$ cat src/rtl/mix_mode_ctrl.sv
// mix_mode_ctrl
// Mode sequencer for the camera mix datapath. Effect-change requests from two
// debounced keys and a host register port update a pending mode; the pending
// mode is committed to gamma_ctrl/saturation_ctrl only on a frame boundary
// (rising edge of vs_i), or forced after TIMEOUT_CYC cycles without one. After
// a frame-boundary commit, mask_o stays high for SETTLE_FRAMES frames so the
// downstream line buffers can refill before the output is shown.
//
// Ports:
//   pixel_clk        in   pixel clock, all logic on the rising edge
//   rst_n            in   synchronous reset, active low
//   vs_i             in   frame sync, active high
//   key_gamma_p      in   one-cycle pulse, step pending gamma 0->1->2->0
//   key_effect_p     in   one-cycle pulse, step pending effect 0->1->2->3->0
//   host_wr          in   one-cycle host write strobe (has priority over keys)
//   host_gamma[1:0]  in   host gamma value (3 is stored as 0)
//   host_effect[1:0] in   host effect value
//   host_ack         out  one-cycle pulse the cycle after host_wr
//   gamma_ctrl[1:0]  out  committed gamma select
//   saturation_ctrl[1:0] out committed effect select
//   mask_o           out  high while the output settles after a commit
//   busy_o           out  high in PENDING or SETTLE
//   timeout_o        out  one-cycle pulse on a forced commit
//
// Handshake: host_wr is a fire-and-forget strobe; the block always accepts it
// and answers with host_ack exactly one cycle later. There is no back-pressure.

module mix_mode_ctrl #(
  parameter logic [3:0]  SETTLE_FRAMES = 4'd2,
  parameter logic [23:0] TIMEOUT_CYC   = 24'd2_000_000,
  parameter logic [1:0]  GAMMA_INIT    = 2'd0,
  parameter logic [1:0]  EFFECT_INIT   = 2'd0
) (
  input  logic       pixel_clk,
  input  logic       rst_n,
  input  logic       vs_i,
  input  logic       key_gamma_p,
  input  logic       key_effect_p,
  input  logic       host_wr,
  input  logic [1:0] host_gamma,
  input  logic [1:0] host_effect,
  output logic       host_ack,
  output logic [1:0] gamma_ctrl,
  output logic [1:0] saturation_ctrl,
  output logic       mask_o,
  output logic       busy_o,
  output logic       timeout_o
);

  typedef enum logic [1:0] {
    IDLE    = 2'd0,
    PENDING = 2'd1,
    SETTLE  = 2'd2
  } state_t;

  state_t      state_q, state_d;
  logic        vs_1d;
  logic        vs_rise;
  logic [1:0]  pg_q, pg_d;
  logic [1:0]  pe_q, pe_d;
  logic [23:0] cyc_q, cyc_d;
  logic [3:0]  frame_q, frame_d;
  logic        diff;
  logic        cyc_hit;
  logic        frame_hit;
  logic        commit;
  logic        mask_d;
  logic        timeout_d;

  assign vs_rise   = vs_i & ~vs_1d;
  // diff looks at the registered pending values, so a request seen this
  // cycle only influences the FSM from the next cycle on.
  assign diff      = (pg_q != gamma_ctrl) || (pe_q != saturation_ctrl);
  assign cyc_hit   = (cyc_q == TIMEOUT_CYC - 24'd1);
  assign frame_hit = (frame_q == SETTLE_FRAMES - 4'd1);

  // Request arbitration: host write wins and drops any key in the same cycle.
  // Key steps are relative to the pending value, never the committed one.
  always_comb begin
    pg_d = pg_q;
    pe_d = pe_q;
    if (host_wr) begin
      pg_d = (host_gamma == 2'd3) ? 2'd0 : host_gamma;
      pe_d = host_effect;
    end else begin
      if (key_gamma_p) pg_d = (pg_q >= 2'd2) ? 2'd0 : pg_q + 2'd1;
      if (key_effect_p) pe_d = pe_q + 2'd1;
    end
  end

  // State register
  always_ff @(posedge pixel_clk) begin
    if (!rst_n) state_q <= IDLE;
    else        state_q <= state_d;
  end

  // Next-state and counter logic. Counters are cleared on state entry, so
  // neither can wrap: PENDING ends at TIMEOUT_CYC-1, SETTLE at SETTLE_FRAMES-1.
  always_comb begin
    state_d = state_q;
    cyc_d   = cyc_q;
    frame_d = frame_q;
    case (state_q)
      IDLE: begin
        if (diff) begin
          state_d = PENDING;
          cyc_d   = 24'd0;
        end
      end
      PENDING: begin
        cyc_d = cyc_q + 24'd1;
        if (vs_rise) begin
          if (SETTLE_FRAMES == 4'd0) begin
            state_d = IDLE;
          end else begin
            state_d = SETTLE;
            frame_d = 4'd0;
          end
        end else if (cyc_hit) begin
          state_d = IDLE;
        end else if (!diff) begin
          state_d = IDLE;
        end
      end
      SETTLE: begin
        if (vs_rise) begin
          frame_d = frame_q + 4'd1;
          if (frame_hit) state_d = IDLE;
        end
      end
      default: state_d = IDLE;
    endcase
  end

  // Output decode. A frame-boundary commit takes priority over a timeout
  // that happens to expire in the same cycle.
  always_comb begin
    commit    = 1'b0;
    timeout_d = 1'b0;
    mask_d    = mask_o;
    case (state_q)
      PENDING: begin
        if (vs_rise) begin
          commit = 1'b1;
          if (SETTLE_FRAMES != 4'd0) mask_d = 1'b1;
        end else if (cyc_hit) begin
          commit    = 1'b1;
          timeout_d = 1'b1;
        end
      end
      SETTLE: begin
        if (vs_rise && frame_hit) mask_d = 1'b0;
      end
      default: begin
        commit = 1'b0;
      end
    endcase
  end

  // Registered datapath and outputs
  always_ff @(posedge pixel_clk) begin
    if (!rst_n) begin
      vs_1d           <= 1'b0;
      pg_q            <= GAMMA_INIT;
      pe_q            <= EFFECT_INIT;
      gamma_ctrl      <= GAMMA_INIT;
      saturation_ctrl <= EFFECT_INIT;
      cyc_q           <= 24'd0;
      frame_q         <= 4'd0;
      mask_o          <= 1'b0;
      busy_o          <= 1'b0;
      host_ack        <= 1'b0;
      timeout_o       <= 1'b0;
    end else begin
      vs_1d     <= vs_i;
      pg_q      <= pg_d;
      pe_q      <= pe_d;
      cyc_q     <= cyc_d;
      frame_q   <= frame_d;
      mask_o    <= mask_d;
      busy_o    <= (state_d != IDLE);
      host_ack  <= host_wr;
      timeout_o <= timeout_d;
      // Commit uses the registered pending value, so a request arriving in
      // the same cycle as vs_rise waits for the next PENDING pass.
      if (commit) begin
        gamma_ctrl      <= pg_q;
        saturation_ctrl <= pe_q;
      end
    end
  end

endmodule
$ cat config.mk
export PLATFORM = sky130hd
export DESIGN_NAME = mix_mode_ctrl
export DESIGN_NICKNAME = d
export VERILOG_FILES = /design/src/rtl/mix_mode_ctrl.sv
export SDC_FILE = /design/constraint.sdc
export NUM_CORES = 1
export LEC_CHECK = 0
export BUFFER_PORTS_ARGS = -buffer_cell sky130_fd_sc_hd__buf_4
export CAP_MARGIN = 25
export CORE_MARGIN = 2
export CORE_UTILIZATION = 59
export CTS_CLUSTER_SIZE = 12
export DETAILED_ROUTE_END_ITERATION = 7
export PLACE_DENSITY_LB_ADDON = 0.25
export RECOVER_POWER = 50
export SYNTH_ARGS = -nofsm -noshare
export SYNTH_HDL_FRONTEND = slang
export SYNTH_SLANG_ARGS = --single-unit
export TNS_END_PERCENT = 30
$ cat constraint.sdc
create_clock -name pixel_clk -period 2.8 [get_ports pixel_clk]
set_input_delay 0.28 -clock pixel_clk [delete_from_list [all_inputs] [get_ports pixel_clk]]
set_output_delay 0.28 -clock pixel_clk [all_outputs]
set_load 0.05 [all_outputs]
Word level (Yosys, flattened, before mapping) --
Cells that the tools add are included.
Word-level totals: register bits 43, bits in latches 0, bits in writable memories 0, memory bits (read-only) 0, input bits 10, output and inout port bits 8, logic and storage cells 68, memories 0
Cells by class: add/subtract/negate cells 4, $mul 0, divide/modulo/power cells 0, order comparisons 1, equality and inequality tests 11, shift-type cells 0, multiplexer cells 24, bitwise logic cells 4, reduce and logical (&&, ||, !) cells 12
Operators with widths (number):
- case mux 24 bit (2 select lines) | 1
- adder 24 x 1 -> 24 bit, second input constant | 1
- equality test 24 x 21 -> 1 bit, second input constant | 1
- two-way mux 2 bit | 12
- two-way mux 24 bit | 1
- nonzero test 2 bit | 5
- two-way mux 4 bit | 2
- != test 2 bit, second input constant | 4
- case mux 4 bit (2 select lines) | 1
- case mux 2 bit (3 select lines) | 1
- AND reduction 3 bit | 2
- two-way mux 1 bit | 5
- adder 2 x 1 -> 2 bit, second input constant | 2
- adder 4 x 1 -> 4 bit, second input constant | 1
- equality test 2 bit, second input constant | 2
- equality test 4 x 1 -> 1 bit, second input constant | 1
- != test 2 bit | 2
- NOT 1 bit | 3
- OR reduction 3 bit | 1
- equality test 2 x 1 -> 1 bit, second input constant | 1
- >= comparator 2 bit, second input constant | 1
- zero test 2 bit | 1
- case mux 1 bit (2 select lines) | 1
- AND reduction 2 bit | 1
- other kinds (3) | 3

Logic depth before layout (Yosys ltp) --
depth in word-level cells 7, gate-level depth with buffers 7

Worst setup path before layout --
Ideal clock, no wire load.
path kind flip-flop to flip-flop, from reg cyc_q[0], to reg gamma_ctrl[0], library setup time 72 ps, data arrival time 1921 ps, data required time 2728 ps, setup slack 807 ps, cell stages (with the launch flop) 7, buffers on the path 0, clock period less this slack 1993 ps, path through dfxtp_1 ha_1 nand3_2 or3_4 or4_4 a21oi_4 mux2i_1
On the way: word-level cells in the longest chain between the ends 4
Ends and longest elaborated chain:
- start: declaration | RTL line 61 | logic [23:0] cyc_q, cyc_d;
- start signal: assignment | RTL line 178 | cyc_q <= cyc_d;
- equality test 24 x 21 -> 1 bit | RTL line 74 | assign cyc_hit = (cyc_q == TIMEOUT_CYC - 24'd1);
- two-way mux 1 bit | RTL line 146 | end else if (cyc_hit) begin
- two-way mux 1 bit | RTL line 143 | if (vs_rise) begin
- two-way mux 1 bit | RTL line 141 | case (state_q)
- end signal: assignment | RTL line 187 | gamma_ctrl <= pg_q;
- end: declaration | RTL line 43 | output logic [1:0] gamma_ctrl,
Every way passes these cells. A chain may end at the register's enable or synchronous reset.

Worst setup path after layout --
from reg cyc_q[0], to reg saturation_ctrl[0]
On the way: word-level cells in the longest chain between the ends 4
Ends and longest elaborated chain:
- equality test 24 x 21 -> 1 bit | RTL line 74
- two-way mux 1 bit | RTL line 146
- two-way mux 1 bit | RTL line 143
- two-way mux 1 bit | RTL line 141
- end signal: assignment | RTL line 188 | saturation_ctrl <= pe_q;
- end: declaration | RTL line 44 | output logic [1:0] saturation_ctrl,
Every way passes these cells.

==> impl_metrics.env <==
export IMPL_hold_ws_ps=146
export IMPL_fillerInstances=296
export IMPL_clkPwrFrac=0.264
export IMPL_grt_usage=0.247
export IMPL_dp_cells=319
export IMPL_p_leak_uw=0.000789
export IMPL_synth_area_leaders="dfxtp_1, nand2_1, nor2_1"
export IMPL_drive_above_1_share=0.0961
export IMPL_rsz0062_at_grt="false"
export IMPL_rows=21
export IMPL_syn_nets=276
export IMPL_yosysSeqAreaShare=0.402
export IMPL_wirelength_mm=4.62
export IMPL_critPathRequiredTime_ps=3090
export IMPL_startpoint_type="flop"
export IMPL_dr_pass1_iters=4
export IMPL_cts_sinks=43
export IMPL_final_max_slew_violation_count=0
export IMPL_drc=0
export IMPL_antenna_found_initial=0
export IMPL_grt_pass1_wl_mm=8.00
export IMPL_grt_max_degree=24
export IMPL_path_clk_slew_ps=110
export IMPL_slowest_stage="or4_4"
export IMPL_cts_buffers=5
export IMPL_slew_headroom=0.340
export IMPL_post_route_min_period_ps=2130
export IMPL_rr_startpoint="cyc_q[0]"
export IMPL_p_sw_uw=330
export IMPL_syn_cell_area_um2=2140
export IMPL_slowest_delay_ps=520
export IMPL_cp_top_family="simple AND/OR/NAND/NOR gates"
export IMPL_synth_edf_count=0
export IMPL_crit_path_end_kind="flop"
export IMPL_min_from="vs_i"
export IMPL_intPower_uw=781
export IMPL_async_reset_ff_frac=0
export IMPL_start_util=0.627
export IMPL_yosys_area_top_type="dfxtp_1"
export IMPL_antenna_left=0
export IMPL_instances_no_fill=327
export IMPL_place_area_um2=2320
export IMPL_fmax_mhz=471
export IMPL_yosysMostFrequentCell="dfxtp_1"
export IMPL_worstSetupStartpoint="cyc_q[0]"
export IMPL_htree_num_levels=2
export IMPL_setup_tns_ps=0
export IMPL_pin_count=18
export IMPL_fp_coreArea_um2=3420
export IMPL_finClkSkew_ps=12.0
export IMPL_gp_congestion=0.830
export IMPL_viasPerCell=6.08
export IMPL_syn2layout_area_growth_pct=8.70
export IMPL_worst_setup_path_type="reg -> reg"
export IMPL_synth_common_cells="dfxtp_1, nand2_1, nor2_1, nand3_1, o21ai_0"
export IMPL_powerDensity_nw_per_um2=477
export IMPL_cts_setup_buffers=0
export IMPL_seqPwrFrac=0.587
export IMPL_clock_latency_ps=360
export IMPL_synth_cells=263
export IMPL_hold_buffers=0
export IMPL_timing_critical_path_buf_inv=0
export IMPL_synth_top_area_frac=0.402
export IMPL_post_cts_resized=0
export IMPL_hold_violations=0
export IMPL_nNetsFinal=293
export IMPL_worstPathArrival_ps=2420
export IMPL_postSynthAreaPerCell_um2=8.15
export IMPL_drt_iter0_drc=206
export IMPL_vias=1989
export IMPL_ir_drop_mv=0.307
export IMPL_swShare=0.297
export IMPL_cts_root_buffer="clkbuf_4"
export IMPL_grt_pass1_vias=1787
export IMPL_hold_class="in -> reg"
export IMPL_synth_flop_cell="dfxtp_1"
export IMPL_worstPathCellList="ha_1 > nand3_2 > or3_4 > or4_4 > a21oi_4 > mux2i_1"
export IMPL_maxCapViolCount=0
export IMPL_grt_ovfl_total=0
export IMPL_cts_buffer_depth=2
export IMPL_status="completed"
export IMPL_insertedDiodeCount=0
export IMPL_crit_fanout=6
export IMPL_wl_per_cell_um=14.1
export IMPL_worst_pin_slew_ps=990
export IMPL_fin_area_um2=2330
export IMPL_total_power_uw=1110
export IMPL_yosysWarnings=0
export IMPL_portBuffers=17
export IMPL_die_area_um2=4130
export IMPL_ys_types=49
export IMPL_die_h_um=64.3
export IMPL_comb_power_share=0.148
export IMPL_setup_viol=0
export IMPL_post_dp_hpwl_mm=3.29
export IMPL_chipWidth_um=64.3
export IMPL_period_share=0.759
export IMPL_cts_tree="yes"
export IMPL_synth_seq_cells=43
worst paths after layout:
kind | to | slack, ps | cells past startpoint
max | saturation_ctrl[0] | 670 | 6
max reg2reg | saturation_ctrl[0] | 670 | 6
min | vs_1d | 150 | 2
min reg2reg | cyc_q[20] | 490 | 1
state kept, by name, summed over array words and instances, names as in the netlist, 2 cells and up:
register,count
pe_q,2
pg_q,2
gamma_ctrl,2
cyc_q,24
state_q,2
frame_q,4
saturation_ctrl,2
placed cells by master, fill, tap and decap left out, types with 2 or more instances in the layout:
| cell | instances |
|---|---|
| a21oi_1 | 15 |
| a311oi_1 | 2 |
| a31oi_1 | 5 |
| and2_1 | 7 |
| buf_4 | 12 |
| clkbuf_1 | 12 |
| clkbuf_4 | 5 |
| dfxtp_1 | 43 |
| ha_1 | 3 |
| inv_1 | 4 |
| mux2i_1 | 7 |
| nand2_1 | 34 |
| nand2b_1 | 3 |
| nand3_1 | 17 |
| nand3b_1 | 2 |
| nand4_1 | 5 |
| nand4b_1 | 2 |
| nor2_1 | 23 |
| nor3_1 | 7 |
| nor4_1 | 6 |
| nor4b_1 | 3 |
| o211ai_1 | 2 |
| o21a_1 | 3 |
| o21ai_0 | 16 |
| o31ai_1 | 8 |
| o41ai_1 | 2 |
| or3_1 | 3 |
| xor2_1 | 6 |
power by group through the flow:
stage               registers [uW]  clock network, uW  logic (uW)
finish                         653                294         165
global route                   656                327         183
CTS                            652                303         170
detailed placement             666                  0         170
global placement               665                  0         166
floorplan                      675                  0         105
layer usage:
metal,vias to the layer above,global-route usage,routed length [um]
met5,-,0,0
met2,80,0.375,2090
li1,993,-,-
met1,912,0.333,2160
met4,0,0.104,44
met3,4,0.0634,324
cell families (layout without fill, tap and decap cells):
logic type,Yosys count,in the layout,synth area share
buf+inv,17,35,0.0315
compound gates,63,63,0.193
mux,7,7,0.0327
fa+ha+maj,3,3,0.0175
flops,43,43,0.402
simple gates,123,123,0.295
xor+xnor,7,7,0.0286
through the flow:
step                utilization  setup WS, ps
floorplan                     -           807
global route              0.682           540
global placement          0.678           727
finish                    0.682           675
detailed placement        0.678           678
CTS                       0.693           659
layout make-up:
type                            instances  area (um^2)  area share
Tap cell                               46         57.6      0.0247
Inverter                                5         18.8     0.00806
Clock inverter                          1         5.00     0.00215
Sequential cell                        43          861       0.369
Timing Repair Buffer                   22          128      0.0548
Clock buffer                            7         45.0      0.0193
Multi-Input combinational cell        203         1210       0.521
Power figures use the tool's default switching activity.
